<file path="src/rtl/stage_pipe_reg_pkg.sv">
// Shared constants for the core pipeline stage registers: NOP encoding,
// instruction-address bus width and the active levels of flush/stall.
package stage_pipe_reg_pkg;

  localparam logic [31:0] INST_NOP        = 32'h0000_0013;
  localparam int unsigned INST_ADDR_BUS_W = 32;
  localparam logic        PLFLUSH_ENABLE  = 1'b1;
  localparam logic        PC_STOP_ENABLE  = 1'b1;

  // Main entry may take new data when it is empty or draining this cycle.
  function automatic logic main_can_load(input logic valid, input logic consume);
    return (~valid) | consume;
  endfunction

endpackage

</file>
<file path="src/rtl/stage_skid_entry.sv">
// One holding register (valid + instruction + PC) with flush, load and drop.
// Flush wins over load, load wins over drop; a drop keeps the payload.
module stage_skid_entry #(
  parameter int unsigned        INST_W   = 32,
  parameter int unsigned        ADDR_W   = 32,
  parameter logic [INST_W-1:0]  NOP_INST = {INST_W{1'b0}},
  parameter logic [ADDR_W-1:0]  RESET_PC = {ADDR_W{1'b0}}
) (
  input  logic              clk_i,
  input  logic              rst_n_i,
  input  logic              flush_i,
  input  logic              load_i,
  input  logic              drop_i,
  input  logic [INST_W-1:0] inst_i,
  input  logic [ADDR_W-1:0] pc_i,
  output logic              valid_o,
  output logic [INST_W-1:0] inst_o,
  output logic [ADDR_W-1:0] pc_o
);

  logic              valid_r;
  logic [INST_W-1:0] inst_r;
  logic [ADDR_W-1:0] pc_r;

  // Entry state; a flush turns the slot into a NOP bubble but keeps the PC.
  always_ff @(posedge clk_i or negedge rst_n_i) begin
    if (!rst_n_i) begin
      valid_r <= 1'b0;
      inst_r  <= NOP_INST;
      pc_r    <= RESET_PC;
    end else if (flush_i) begin
      valid_r <= 1'b0;
      inst_r  <= NOP_INST;
    end else if (load_i) begin
      valid_r <= 1'b1;
      inst_r  <= inst_i;
      pc_r    <= pc_i;
    end else if (drop_i) begin
      valid_r <= 1'b0;
    end else begin
      valid_r <= valid_r;
    end
  end

  assign valid_o = valid_r;
  assign inst_o  = inst_r;
  assign pc_o    = pc_r;

endmodule

</file>
<file path="src/rtl/stage_pipe_reg.sv">
// Valid/ready pipeline stage register with flush, stall and a saturating
// stall counter. Define STAGE_SKID_EN for a second (skid) entry and registered ready.
module stage_pipe_reg
  import stage_pipe_reg_pkg::*;
#(
  parameter int unsigned       INST_W   = 32,
  parameter int unsigned       ADDR_W   = INST_ADDR_BUS_W,
  parameter logic [INST_W-1:0] NOP_INST = INST_W'(INST_NOP),
  parameter logic [ADDR_W-1:0] RESET_PC = {ADDR_W{1'b0}},
  parameter int unsigned       CNT_W    = 16
) (
  input  logic              clk_i,
  input  logic              rst_n_i,
  input  logic              flush_i,
  input  logic              stall_i,
  input  logic              in_valid_i,
  output logic              in_ready_o,
  input  logic [INST_W-1:0] in_inst_i,
  input  logic [ADDR_W-1:0] in_pc_i,
  output logic              out_valid_o,
  input  logic              out_ready_i,
  output logic [INST_W-1:0] out_inst_o,
  output logic [ADDR_W-1:0] out_pc_o,
  output logic [CNT_W-1:0]  stall_cnt_o
);

  logic              flush_s;
  logic              stall_s;
  logic              accept_s;
  logic              consume_s;
  logic              main_valid_s;
  logic [INST_W-1:0] main_inst_s;
  logic [ADDR_W-1:0] main_pc_s;
  logic              main_load_s;
  logic              main_drop_s;
  logic [INST_W-1:0] main_inst_nxt_s;
  logic [ADDR_W-1:0] main_pc_nxt_s;
  logic [CNT_W-1:0]  cnt_r;

  assign flush_s     = (flush_i == PLFLUSH_ENABLE);
  assign stall_s     = (stall_i == PC_STOP_ENABLE);
  assign out_valid_o = main_valid_s & ~stall_s;
  assign out_inst_o  = main_inst_s;
  assign out_pc_o    = main_pc_s;
  assign accept_s    = in_valid_i & in_ready_o;
  assign consume_s   = out_valid_o & out_ready_i;

  stage_skid_entry #(
    .INST_W   (INST_W),
    .ADDR_W   (ADDR_W),
    .NOP_INST (NOP_INST),
    .RESET_PC (RESET_PC)
  ) u_main (
    .clk_i   (clk_i),
    .rst_n_i (rst_n_i),
    .flush_i (flush_s),
    .load_i  (main_load_s),
    .drop_i  (main_drop_s),
    .inst_i  (main_inst_nxt_s),
    .pc_i    (main_pc_nxt_s),
    .valid_o (main_valid_s),
    .inst_o  (main_inst_s),
    .pc_o    (main_pc_s)
  );

`ifdef STAGE_SKID_EN
  logic              skid_valid_s;
  logic [INST_W-1:0] skid_inst_s;
  logic [ADDR_W-1:0] skid_pc_s;
  logic              skid_load_s;
  logic              skid_drop_s;

  stage_skid_entry #(
    .INST_W   (INST_W),
    .ADDR_W   (ADDR_W),
    .NOP_INST (NOP_INST),
    .RESET_PC (RESET_PC)
  ) u_skid (
    .clk_i   (clk_i),
    .rst_n_i (rst_n_i),
    .flush_i (flush_s),
    .load_i  (skid_load_s),
    .drop_i  (skid_drop_s),
    .inst_i  (in_inst_i),
    .pc_i    (in_pc_i),
    .valid_o (skid_valid_s),
    .inst_o  (skid_inst_s),
    .pc_o    (skid_pc_s)
  );

  // Ready depends only on the skid flop, so no ready chain forms across stages.
  assign in_ready_o = ~skid_valid_s;

  // Main refills from skid first; the input goes to skid only when main keeps its data.
  always_comb begin
    main_load_s     = 1'b0;
    main_inst_nxt_s = in_inst_i;
    main_pc_nxt_s   = in_pc_i;
    if (main_can_load(main_valid_s, consume_s) && (skid_valid_s || accept_s)) begin
      main_load_s = 1'b1;
      if (skid_valid_s) begin
        main_inst_nxt_s = skid_inst_s;
        main_pc_nxt_s   = skid_pc_s;
      end else begin
        main_inst_nxt_s = in_inst_i;
        main_pc_nxt_s   = in_pc_i;
      end
    end else begin
      main_load_s = 1'b0;
    end
    main_drop_s = consume_s & ~main_load_s;
    skid_load_s = accept_s & main_valid_s & (~consume_s | skid_valid_s);
    skid_drop_s = consume_s & skid_valid_s & ~skid_load_s;
  end
`else
  assign in_ready_o = main_can_load(main_valid_s, out_ready_i & ~stall_s);

  // Single entry: every accept lands in main, which is free by construction.
  always_comb begin
    main_load_s     = accept_s;
    main_inst_nxt_s = in_inst_i;
    main_pc_nxt_s   = in_pc_i;
    main_drop_s     = consume_s & ~accept_s;
  end
`endif

  // Cycles with a held payload that did not leave; saturates, only reset clears it.
  always_ff @(posedge clk_i or negedge rst_n_i) begin
    if (!rst_n_i) begin
      cnt_r <= {CNT_W{1'b0}};
    end else if (main_valid_s && !consume_s && (cnt_r != {CNT_W{1'b1}})) begin
      cnt_r <= cnt_r + {{(CNT_W-1){1'b0}}, 1'b1};
    end else begin
      cnt_r <= cnt_r;
    end
  end

  assign stall_cnt_o = cnt_r;

endmodule

</file>
<file path="config.mk">
export PLATFORM = sky130hd
export DESIGN_NAME = stage_pipe_reg
export DESIGN_NICKNAME = d
export VERILOG_FILES = /design/src/rtl/stage_pipe_reg_pkg.sv /design/src/rtl/stage_skid_entry.sv /design/src/rtl/stage_pipe_reg.sv
export SDC_FILE = /design/constraint.sdc
export NUM_CORES = 1
export LEC_CHECK = 0
export BUFFER_PORTS_ARGS = -buffer_cell sky130_fd_sc_hd__buf_2
export CORE_MARGIN = 5
export CORE_UTILIZATION = 35
export DETAILED_ROUTE_END_ITERATION = 10
export PLACE_DENSITY_LB_ADDON = 0.08
export SYNTH_ARGS = -nofsm -noshare
export SYNTH_HDL_FRONTEND = slang
export SYNTH_HIERARCHICAL = 1
export SYNTH_SLANG_ARGS = --single-unit
</file>
<file path="constraint.sdc">
create_clock -name clk_i -period 2.3 [get_ports clk_i]
set_input_delay 0.115 -clock clk_i [delete_from_list [all_inputs] [get_ports clk_i]]
set_output_delay 0.115 -clock clk_i [all_outputs]
set_load 0.05 [all_outputs]
</file>
==> summary.md, run 1 <==
| Metric | Value |
|---|---|
| Routed WL | 8664 µm |
| Final hold vios | 0 |
| Drt pass-1 iters | 4 |
| Worst Tran Pin Value | 0.5531 ns |
| Maximum vdd drop | 0.4326 mV |
| Clk_skew | 0.009992 ns |
| Syn_nets | 322 |
| #FFs+latches synth | 81 |
| Area of the multi-input gates | 0.001364 mm² |
| Cell-internal power | 0.002500 W |
| Worst path cell trace | nand4_1, nor4_4, nor2_2, mux2_4 |
| Gr usage total | 14.51% |
| Clock transition at the registers of the reported paths | 0.08 ns |
| CP max stage delay | 0.59 ns |
| Rel. slew slack | 62.85% |
| Fin Hold WS | 0.02423 ns |
| Num CTS Buffers | 9 |
| Area Growth Syn to Fin | 41.73% |
| Post-DP HPWL | 5947 µm |
| DR WL/cell | 14.89 µm |
| Setup TNS | 0 ns |
| # setup viols final | 0 |
| Max-cap check violation count | 0 |
| Vias in the first global route | 2670 |
| Post-CTS Resized | 0 |
| Clock buffer depth | 2 |
| Crit-path slowest cell | nor4_4 |
| Reg2Reg Setup Slack | 0.53 ns |
| N_diodes | 0 |
| Lkg Pwr | 2.630 nW |
| Iteration-0 DRC Markers | 100 |
| I/O Buffers | 151 |
| Post-synth top flop | dfrtp_1 |
| Number of synthesized flops with an enable pin | 0 |
| Cell area power density | 828.9 mW/mm² |
| Post-route ant nets | 0 |
| Sw Share | 38.97% |
| Clock power share | 22.8% |
| Wire length on met1 | 3899 µm |
| CTS Sinks | 81 |
| Commonest non-fill, non-tap cell in the layout | buf_2 |
| CTS H-Tree Depth | 3 |
| Post-Syn Area | 0.003487 mm² |
| Largest cells by area after synthesis | dfrtp_1, mux2_4, mux2i_1, xor2_1, nor2_1 |
| Combinational Power Share | 34.7% |
| RSZ-0062 raised after global routing | no |
| Top Ports | 152 |
| Critical path fanouts, max | 9 |
| Residual DRC count | 0 |
| Netlist cell types | 33 |
| Synth warn | 6 |
| Worst Setup Start Kind | flip-flop |
| Layout net count | 515 |
| Average size of a mapped cell | 13.89 µm² |
| Final Slew Violations | 0 |
| Rows | 36 |
| CP delay by family, top | simple AND/OR/NAND/NOR gates |
| Final GP Congestion | 0.7257 |
| Starting Density | 35.84% |
| Yosys top cell area share | 55.97% |
| Psw | 0.001597 W |
| Setup bufs post-CTS | 0 |
| DP Worst Slack | 0.5442 ns |
| Top sig layer | met4 |
| Vias per cell | 4.416 |
| Crit Path Class | reg2reg |
| CP bufs+invs | 0 |
| Die ar. | 0.01206 mm² |
| First-pass GRT wire length | 13500 µm |
| Fmax | 0.5649 GHz |
| Commonest non-fill, non-tap cells in the layout | buf_2, dfrtp_1, dlygate4sd3_1, mux2_4, nor2_1 |
| Setup WS post-layout | 0.5296 ns |
| Chip width | 109.8 µm |
| Root Driver | clkbuf_8 |
| GRT overflow | 0 |
| Fillers | 930 |
| HP Class | in2reg |
| Core box area | 0.009729 mm² |
| CP Capture Type | flip-flop |
| Status | finished, final reports clean |
| Vias | 2570 |
| CTS tree | yes |
| Share of post-route cells with drive strength above 1 | 46.77% |
| DR WL met3 | 532 µm |
| Yosys top cell by area | dfrtp_1 |
| Antenna violations before repair | 0 |
| Register share of total power | 42.5% |
| Final period utilization | 76.97% |
| Cells after Synth | 251 |
| Largest net degree at the start of global routing | 44 |
| Reg area | 0.002031 mm² |
| Worst path required time | 2.52 ns |
| Sequential area share after synthesis | 58.23% |
| Worst-Skew Late Latency | 0.34 ns |
| Worst Path Arrival | 1.99 ns |
| Async S/R FF share, synth | 100.0% |
| Die height | 109.8 µm |
| Met2 WL | 4064 µm |
| Tmin final | 1.770 ns |
## area by class of cell
type | count | share of cell area [%]
Clock inverter | 4 | 0.5823
Multi-Input combinational cell | 157 | 27.59
Tap cell | 133 | 3.367
Sequential cell | 81 | 41.09
Inverter | 1 | 0.07595
Clock buffer | 12 | 2.937
Timing Repair Buffer | 194 | 24.35
## power by group through the flow
stage	Combinational (W)	Sequential [W]	Clock [W]
3_5_place_dp	0.00138	0.00177	0
2_1_floorplan	0.000364	0.00242	0
3_3_place_gp	0.00138	0.00176	0
5_1_grt	0.00150	0.00178	0.00105
4_1_cts	0.00144	0.00174	0.000987
6_report	0.00142	0.00174	0.000933
## cells by family (layout without fill, tap and decap cells)
kind of cell               after synthesis  after routing  synth area share (%)
AOI/OAI and AO/OA                        6              6                 1.184
and+or+nand+nor                         74             74                 11.70
adders and majority gates                1              1                0.3588
DFF                                     81             81                 58.23
buffers and inverters                   13            211                 2.691
muxes                                   62             62                 22.32
xor gates and xnor gates                14             14                 3.516
## path summary, 6_finish.rpt
kind                                       from           endpoint  cells after the start
worst min-delay path              in_inst_i[19]  u_main/inst_o[19]                      3
max in group asynchronous               rst_n_i    u_main/pc_o[31]                      3
worst min register to register  u_main/pc_o[20]    u_main/pc_o[20]                      1
worst max register to register   stall_cnt_o[8]     stall_cnt_o[1]                      4
min in group asynchronous               rst_n_i  u_main/inst_o[22]                      2
worst max-delay path             stall_cnt_o[8]     stall_cnt_o[1]                      4
## worst register-to-register path: cells and delay by family, from the launching register on
family | cells | cell delay [ns]
AND/OR/NAND/NOR | 3 | 0.92
flip-flops | 1 | 0.43
multiplexers | 1 | 0.31
## sequential cells by signal (all words and copies together), names as in the netlist
name	flops
u_main/inst_o	32
stall_cnt_o	16
u_main/valid_o	1
u_main/pc_o	32
## timing repair
action | in CTS | in global routing
hold buffers | 39 | 0
hold endpoints to repair | 77 | 0
endpoints found under the setup margin | 0 | 0
## synth_stat cells, types with 2 or more instances
| library cell | count |
|---|---|
| a211o_1 | 3 |
| and2_1 | 5 |
| and3_1 | 3 |
| buf_2 | 3 |
| buf_6 | 5 |
| clkbuf_1 | 3 |
| dfrtp_1 | 78 |
| dfstp_2 | 3 |
| mux2_2 | 2 |
| mux2_4 | 31 |
| mux2i_1 | 29 |
| nand2_1 | 7 |
| nand2b_1 | 2 |
| nand3_1 | 3 |
| nand4_1 | 4 |
| nor2_1 | 30 |
| nor3_1 | 6 |
| nor4_1 | 4 |
| nor4b_1 | 2 |
| o21ai_0 | 2 |
| xor2_1 | 14 |
## layer usage
| layer | up-vias | track usage, % |
|---|---|---|
| li1 | 1251 | - |
| met1 | 1222 | 19.50 |
| met2 | 81 | 22.36 |
| met3 | 16 | 4.169 |
| met4 | 0 | 5.076 |
| met5 | - | 0 |
## per-stage QoR
stage / total power [W] / util, % / std cells / cell area (µm²)
after floorplan: 0.002785 / - / 251 / 3487
after global placement: 0.003143 / 45.00 / 527 / 4378
after detailed placement: 0.003152 / 45.00 / 527 / 4378
after CTS: 0.004170 / 50.80 / 582 / 4942
after global routing: 0.004323 / 50.80 / 582 / 4942
final: 0.004097 / 50.80 / 582 / 4942
Power figures use the tool's default switching activity.
==> run 2: changes to the inputs <==
- ABC_AREA: unset -> 1
- clock period: 2.3 -> 1.8 ns (I/O delays scaled with it)
==> run 2 against run 1 <==
Register-to-register slack lost 0.33 ns. Sequential cell count is the same. Via count grew 38%. Sequential share of layout area shrank 3.1 points. Clock skew shrank 0.0038 ns. Count of clock-buffer cells in the layout shrank 1. Sequential power grew 33%. Final area grew 8.2%. Wire length grew 19%. Critical endpoint is now stall_cnt_o[14]. Critical path depth grew 5. Utilization grew 3.4 points. Highest routed layer unchanged.
==> summary.md, run 2 <==
| Metric | Value |
|---|---|
| Die height | 111.1 µm (+1.1%) |
| Critical path fanouts, max | 10 (+1) |
| CTS Sinks | 81 (unchanged) |
| Vias per cell | 4.501 (+1.9%) |
| Final Slew Violations | 0 (unchanged) |
| Worst Setup Start Kind | flip-flop |
| Status | finished, final reports clean |
| Cell-internal power | 0.003326 W (+33%) |
| Core box area | 0.009864 mm² (+1.4%) |
| Reg2Reg Depth | 9 (+5) |
| Clk_skew | 0.006211 ns (-0.003780 ns) |
| Vias in the first global route | 3608 (+35%) |
| Crit Path Class | reg2reg |
| CTS tree | yes |
| Worst path required time | 2.03 ns (-0.49 ns) |
| Clock buffer depth | 2 (unchanged) |
| Area of the multi-input gates | 0.001389 mm² (+1.8%) |
| #FFs+latches synth | 81 (unchanged) |
| Area Growth Syn to Fin | 49.56% |
| Setup bufs post-CTS | 0 (unchanged) |
| Max-cap check violation count | 0 (unchanged) |
| Post-synth top flop | dfrtp_1 |
| GRT overflow | 0 (unchanged) |
| I/O Buffers | 151 (unchanged) |
| Critical R2R Capture | stall_cnt_o[14] |
| Die ar. | 0.01233 mm² (+2.3%) |
| Sw Share | 41.40% (+2.4 points) |
| Lkg Pwr | 2.956 nW (+12%) |
| Fin Hold WS | 0.07686 ns (+0.05264 ns) |
| # setup viols final | 0 (unchanged) |
| Final period utilization | 88.97% (+12 points) |
| Clock transition at the registers of the reported paths | 0.08 ns (about the same) |
| Tmin final | 1.602 ns (-0.1688 ns) |
| Reg area | 0.002032 mm² (about the same) |
| RSZ-0062 raised after global routing | no |
| RR Startpoint | stall_cnt_o[0] |
| DP Area | 0.004491 mm² (+2.6%) |
| Crit path launch | stall_cnt_o[0] |
| Synth warn | 6 (unchanged) |
| Top Ports | 152 (unchanged) |
| Reg2Reg Setup Slack | 0.20 ns (-0.33 ns) |
| Iteration-0 DRC Markers | 215 (+110%) |
| DR WL/cell | 13.11 µm (-12%) |
| Worst Tran Pin Value | 0.6290 ns (+0.07590 ns) |
| Vias | 3547 (+38%) |
| Clock power share | 23.8% (+1.0 points) |
| Maximum vdd drop | 0.5927 mV (+37%) |
| HP Class | in2reg |
| Worst Path Arrival | 1.84 ns (-0.15 ns) |
| Combinational Power Share | 35.4% (+0.7 points) |
| Async S/R FF share, synth | 100.0% (unchanged) |
| Antenna violations before repair | 0 (unchanged) |
| Post-route ant nets | 0 (unchanged) |
| Cell area power density | 1062 mW/mm² (+28%) |
| Residual DRC count | 0 (unchanged) |
| Psw | 0.002350 W (+47%) |
| First-pass GRT wire length | 17970 µm (+33%) |
| Final hold vios | 0 (unchanged) |
| Largest cells by area after synthesis | dfrtp_1, nand2_1, nand3_1, dfstp_2, nor2_1 |
| Fmax | 0.6244 GHz (+11%) |
| Chip width | 111.1 µm (+1.1%) |
| Post-CTS Resized | 0 (unchanged) |
| Syn_nets | 505 (+57%) |
| Drt pass-1 iters | 5 (+1) |
| Fillers | 904 (-2.8%) |
| Setup TNS | 0 ns (unchanged) |
| Worst-Skew Late Latency | 0.34 ns (about the same) |
| Synth cell count leaders | nand2_1, dfrtp_1, nand3_1 |
| Design area | 0.005346 mm² (+8.2%) |
| Number of synthesized flops with an enable pin | 0 (unchanged) |
| Average size of a mapped cell | 8.237 µm² (-41%) |
| Yosys top cell area share | 54.60% (-1.4 points) |
| Root Driver | clkbuf_8 |
| Commonest non-fill, non-tap cells in the layout | nand2_1, buf_2, dfrtp_1, nand3_1, dlygate4sd3_1 |
| Placed cells | 707 (+34%) |
| Register share of total power | 40.8% (-1.7 points) |
| Count leader, synth | nand2_1 |
| Post-Syn Area | 0.003575 mm² (+2.5%) |
| Post-DP HPWL | 7010 µm (+18%) |
| Commonest non-fill, non-tap cell in the layout | nand2_1 |
| Worst setup path endpoint | stall_cnt_o[14] |
| DP Worst Slack | 0.1913 ns (-0.3529 ns) |
| Cells after Synth | 434 (+73%) |
| Netlist cell types | 23 (-30%) |
| Rows | 36 (unchanged) |
| N_diodes | 0 (unchanged) |
| Layout net count | 721 (+40%) |
| Sequential area share after synthesis | 56.81% (-1.4 points) |
| Gr usage total | 17.64% (+3.1 points) |
| Rel. slew slack | 58.07% (-4.8 points) |
| Share of post-route cells with drive strength above 1 | 29.31% (-17 points) |
| CP Capture Type | flip-flop |
| Num CTS Buffers | 9 (unchanged) |
| Setup WS post-layout | 0.1985 ns (-0.3312 ns) |
| Largest net degree at the start of global routing | 62 (+41%) |
| CTS H-Tree Depth | 3 (unchanged) |
| Post-Layout Cell Count | 788 (+35%) |
| Starting Density | 36.24% (+0.40 points) |
| Routed WL | 10330 µm (+19%) |
| Final GP Congestion | 0.8386 (+16%) |
| Yosys top cell by area | dfrtp_1 |
run 2: cell count changes in the layout (fill, tap and decap cells not counted), sizes merged, moves of 8 or more:
| cell | before | now |
|---|---|---|
| inv | 2 | 16 |
| nand3 | 3 | 69 |
| mux2i | 29 | 0 |
| nor2 | 31 | 23 |
| dlygate4sd3 | 39 | 65 |
| nand2 | 7 | 200 |
| mux2 | 33 | 0 |
| xor2 | 14 | 3 |
run 2: kinds of logic after synthesis:
kind of cell | synth area share (%)
and+or+nand+nor | 34.90
DFF | 56.81
buffers and inverters | 4.620
AOI/OAI and AO/OA | 1.855
xor gates and xnor gates | 1.470
adders and majority gates | 0.3500
run 2: power groups by stage:
stage,combinational (W),sequential [W],clock [W]
global placement,0.00190,0.00235,0
detailed placement,0.00192,0.00235,0
floorplan,0.000459,0.00325,0
global route,0.00216,0.00237,0.00150
CTS,0.00202,0.00232,0.00142
finish,0.00201,0.00232,0.00135
run 2: routing by layer:
layer	wire length, µm	track usage, %
met1	4523	21.93
met2	4910	28.84
met3	746	5.786
met4	148	6.164
met5	0	0
run 2: critical path, stage by stage (launching register included):
cell and delay, ns:
dfrtp_2 0.46, ha_1 0.27, nand3_2 0.13, inv_2 0.04
nand2_2 0.08, nor2_4 0.05, nor2_4 0.15, clkinv_2 0.17
nand2_1 0.09, nand2_1 0.05
run 2: per-stage QoR:
stage,power [W],util [%]
finish,0.005675,54.20
detailed placement,0.004264,45.52
floorplan,0.003705,-
global route,0.006026,54.20
CTS,0.005766,54.20
global placement,0.004248,45.52
run 2: repair_timing:
action / CTS / global route
hold endpoints to repair: 99 / 0
endpoints found under the setup margin: 0 / 0
hold buffers: 65 / 0
run 2: final cells by class:
cell class | count | share of cell area [%]
clock buffers | 11 | 2.832
well taps | 133 | 3.113
clock inverters | 5 | 1.006
repair buffers | 225 | 27.85
inverters | 17 | 1.217
multi-input cells | 316 | 25.98
flip-flops and latches | 81 | 38.01
run 2: worst min path at each step:
stage / from / end / slack [ns] / cells after the start
4_1_cts: flush_i / u_main/inst_o[4] / 0.07 / 3
3_3_place_gp: rst_n_i / stall_cnt_o[9] / 0.09 / 1
3_5_place_dp: rst_n_i / stall_cnt_o[9] / 0.09 / 1
2_1_floorplan: rst_n_i / stall_cnt_o[0] / -0.21 / 0
6_report: flush_i / u_main/inst_o[4] / 0.08 / 3
5_1_grt: flush_i / u_main/inst_o[1] / 0.09 / 3
==> run 3: changes to the inputs <==
- GPL_TIMING_DRIVEN: unset -> 0
==> run 3 against run 2 <==
Clock skew grew 0.0037 ns. Largest power group unchanged. Global-route usage shrank 0.16 points. Count of clock-buffer cells in the layout is the same. Sequential share of layout area shrank 0.36 points.
==> summary.md, run 3 (synthesis gave the netlist of run 2 again) <==
| Metric | Value |
|---|---|
| I/O Buffers | 151 (unchanged) |
| Worst path required time | 2.09 ns (+0.06 ns) |
| Cell area power density | 1069 mW/mm² (+0.69%) |
| Routing usage on met1 | 21.90% (-0.023 points) |
| Fillers | 955 (+5.6%) |
| Clock buffer depth | 2 (unchanged) |
| Hold Path Stages | 3 (unchanged) |
| Placed cells | 719 (+1.7%) |
| Commonest non-fill, non-tap cell in the layout | nand2_1 |
| Drt pass-1 iters | 6 (+1) |
| Crit Path Class | reg2reg |
| Most Crowded Layer GR | met2 |
| Antenna violations before repair | 0 (unchanged) |
| Clk_skew | 0.009940 ns (+0.003729 ns) |
| Final Slew Violations | 0 (unchanged) |
| CP Capture Type | flip-flop |
| Status | finished, final reports clean |
| Chip width | 111.1 µm (unchanged) |
| Die height | 111.1 µm (unchanged) |
| First-pass GRT wire length | 17830 µm (-0.81%) |
| Met2 global-route usage | 29.13% (+0.28 points) |
| Residual DRC count | 0 (unchanged) |
| Vias | 3599 (+1.5%) |
| Post-route ant nets | 0 (unchanged) |
| Worst Tran Pin Value | 0.4446 ns (-0.1843 ns) |
| Num CTS Buffers | 9 (unchanged) |
| Routed WL | 10570 µm (+2.3%) |
| Top Ports | 152 (unchanged) |
| GR Util met3 | 5.513% (-0.27 points) |
| Area Growth Syn to Fin | 51.00% |
| CTS Sinks | 81 (unchanged) |
| Combinational Power Share | 35.1% (-0.3 points) |
| CTS tree | yes |
| RSZ-0062 raised after global routing | yes |
| Final GP Congestion | 0.7927 (-5.5%) |
| DR WL/cell | 13.21 µm (+0.79%) |
| Die ar. | 0.01233 mm² (unchanged) |
| Final hold vios | 0 (unchanged) |
| Lkg Pwr | 2.983 nW (+0.91%) |
| Commonest non-fill, non-tap cells in the layout | nand2_1, buf_2, dfrtp_1, nand3_1, dlygate4sd3_1 |
| Maximum vdd drop | 0.5325 mV (-10%) |
| Vias in the first global route | 3550 (-1.6%) |
| Worst-Skew Late Latency | 0.35 ns (about the same) |
| Layout net count | 733 (+1.7%) |
| Critical path fanouts, max | 10 (unchanged) |
| Core box area | 0.009864 mm² (unchanged) |
| HP Class | in2reg |
| Share of post-route cells with drive strength above 1 | 29.39% (+0.072 points) |
| Clock transition at the registers of the reported paths | 0.09 ns (about the same) |
| Rel. slew slack | 70.36% (+12 points) |
| GRT overflow | 0 (unchanged) |
| Gr usage total | 17.48% (-0.16 points) |
| CTS H-Tree Depth | 3 (unchanged) |
| Reg2Reg Depth | 9 (unchanged) |
| Worst Setup Start Kind | flip-flop |
| Largest net degree at the start of global routing | 53 (-15%) |
| Fin Hold WS | 0.05595 ns (-0.02092 ns) |
| Cell-internal power | 0.003405 W (+2.4%) |
| Sw Share | 40.98% (-0.42 points) |
| Post-DP HPWL | 7342 µm (+4.7%) |
| Max-cap check violation count | 0 (unchanged) |
| Starting Density | 36.24% (unchanged) |
| Rows | 36 (unchanged) |
| # setup viols final | 0 (unchanged) |
| Vias per cell | 4.499 (about the same) |
| Fmax | 0.6040 GHz (-3.3%) |
| Tmin final | 1.656 ns (+0.05413 ns) |
| Final period utilization | 91.98% (+3.0 points) |
| Register share of total power | 39.9% (-0.9 points) |
| Clock power share | 25.0% (+1.2 points) |
| N_diodes | 0 (unchanged) |
| Worst Path Arrival | 1.94 ns (+0.10 ns) |
| Post-Layout Cell Count | 800 (+1.5%) |
| Iteration-0 DRC Markers | 155 (-28%) |
| Root Driver | clkbuf_8 |
| Psw | 0.002364 W (+0.63%) |
-- run 3: layout make-up --
type	count	area (µm²)	area share, %
clock buffers	11	131.4	2.434
flip-flops and latches	81	2032	37.64
repair buffers	217	1436	26.61
multi-input cells	316	1381	25.59
clock inverters	5	81.33	1.507
inverters	17	66.31	1.229
plain buffers	20	102.6	1.901
well taps	133	166.4	3.083
-- run 3: metrics by stage --
stage	cell area, µm²	util (%)	setup WS [ns]	power [W]	TNS (ns)
2_1_floorplan	3576	-	0.003950	0.003705	0
3_3_place_gp	4498	45.60	-0.1896	0.004239	-3.981
3_5_place_dp	4528	45.90	0.06556	0.004267	0
4_1_cts	5391	54.66	0.02369	0.005841	0
5_1_grt	5398	54.72	-0.006240	0.006083	-0.006240
6_report	5398	54.72	0.1444	0.005769	0
-- run 3: what timing repair did --
item                       in CTS  in global routing
hold endpoints to repair       93                  0
gates resized for setup         0                  3
hold buffers                   65                  0
setup endpoints to repair       0                 25
buffers inserted                0                  0
-- run 3: power by group through the flow --
stage               Combinational (W)  Sequential (W)  Clock (W)
finish                        0.00202         0.00230    0.00144
global route                  0.00217         0.00235    0.00156
CTS                           0.00204         0.00231    0.00150
detailed placement            0.00193         0.00234          0
global placement              0.00190         0.00234          0
floorplan                    0.000459         0.00325          0
-- run 3: worst paths after layout --
| check | start | end | slack [ns] |
|---|---|---|---|
| max | stall_cnt_o[0] | stall_cnt_o[6] | 0.14 |
| min | flush_i | u_main/inst_o[1] | 0.06 |
| max reg2reg | stall_cnt_o[0] | stall_cnt_o[6] | 0.14 |
| min reg2reg | u_main/pc_o[5] | u_main/pc_o[5] | 0.47 |
| max in group asynchronous | rst_n_i | u_main/inst_o[4] | 0.93 |
| min in group asynchronous | rst_n_i | stall_cnt_o[0] | 0.21 |
-- run 3: critical path: stages, from the launching register on --
cell     delay, ns
dfrtp_2       0.45
ha_1          0.28
nand3_2       0.14
inv_2         0.04
nand2_2       0.09
nor2_4        0.05
nor2_4        0.22
buf_6         0.19
nand2_1       0.06
nand2_1       0.06
-- run 3: routing by layer --
metal | part of all wire [%] | up-vias
li1 | - | 1832
met1 | 43 | 1643
met2 | 48 | 115
met3 | 7.4 | 9
met4 | 0.93 | 0
met5 | 0 | -
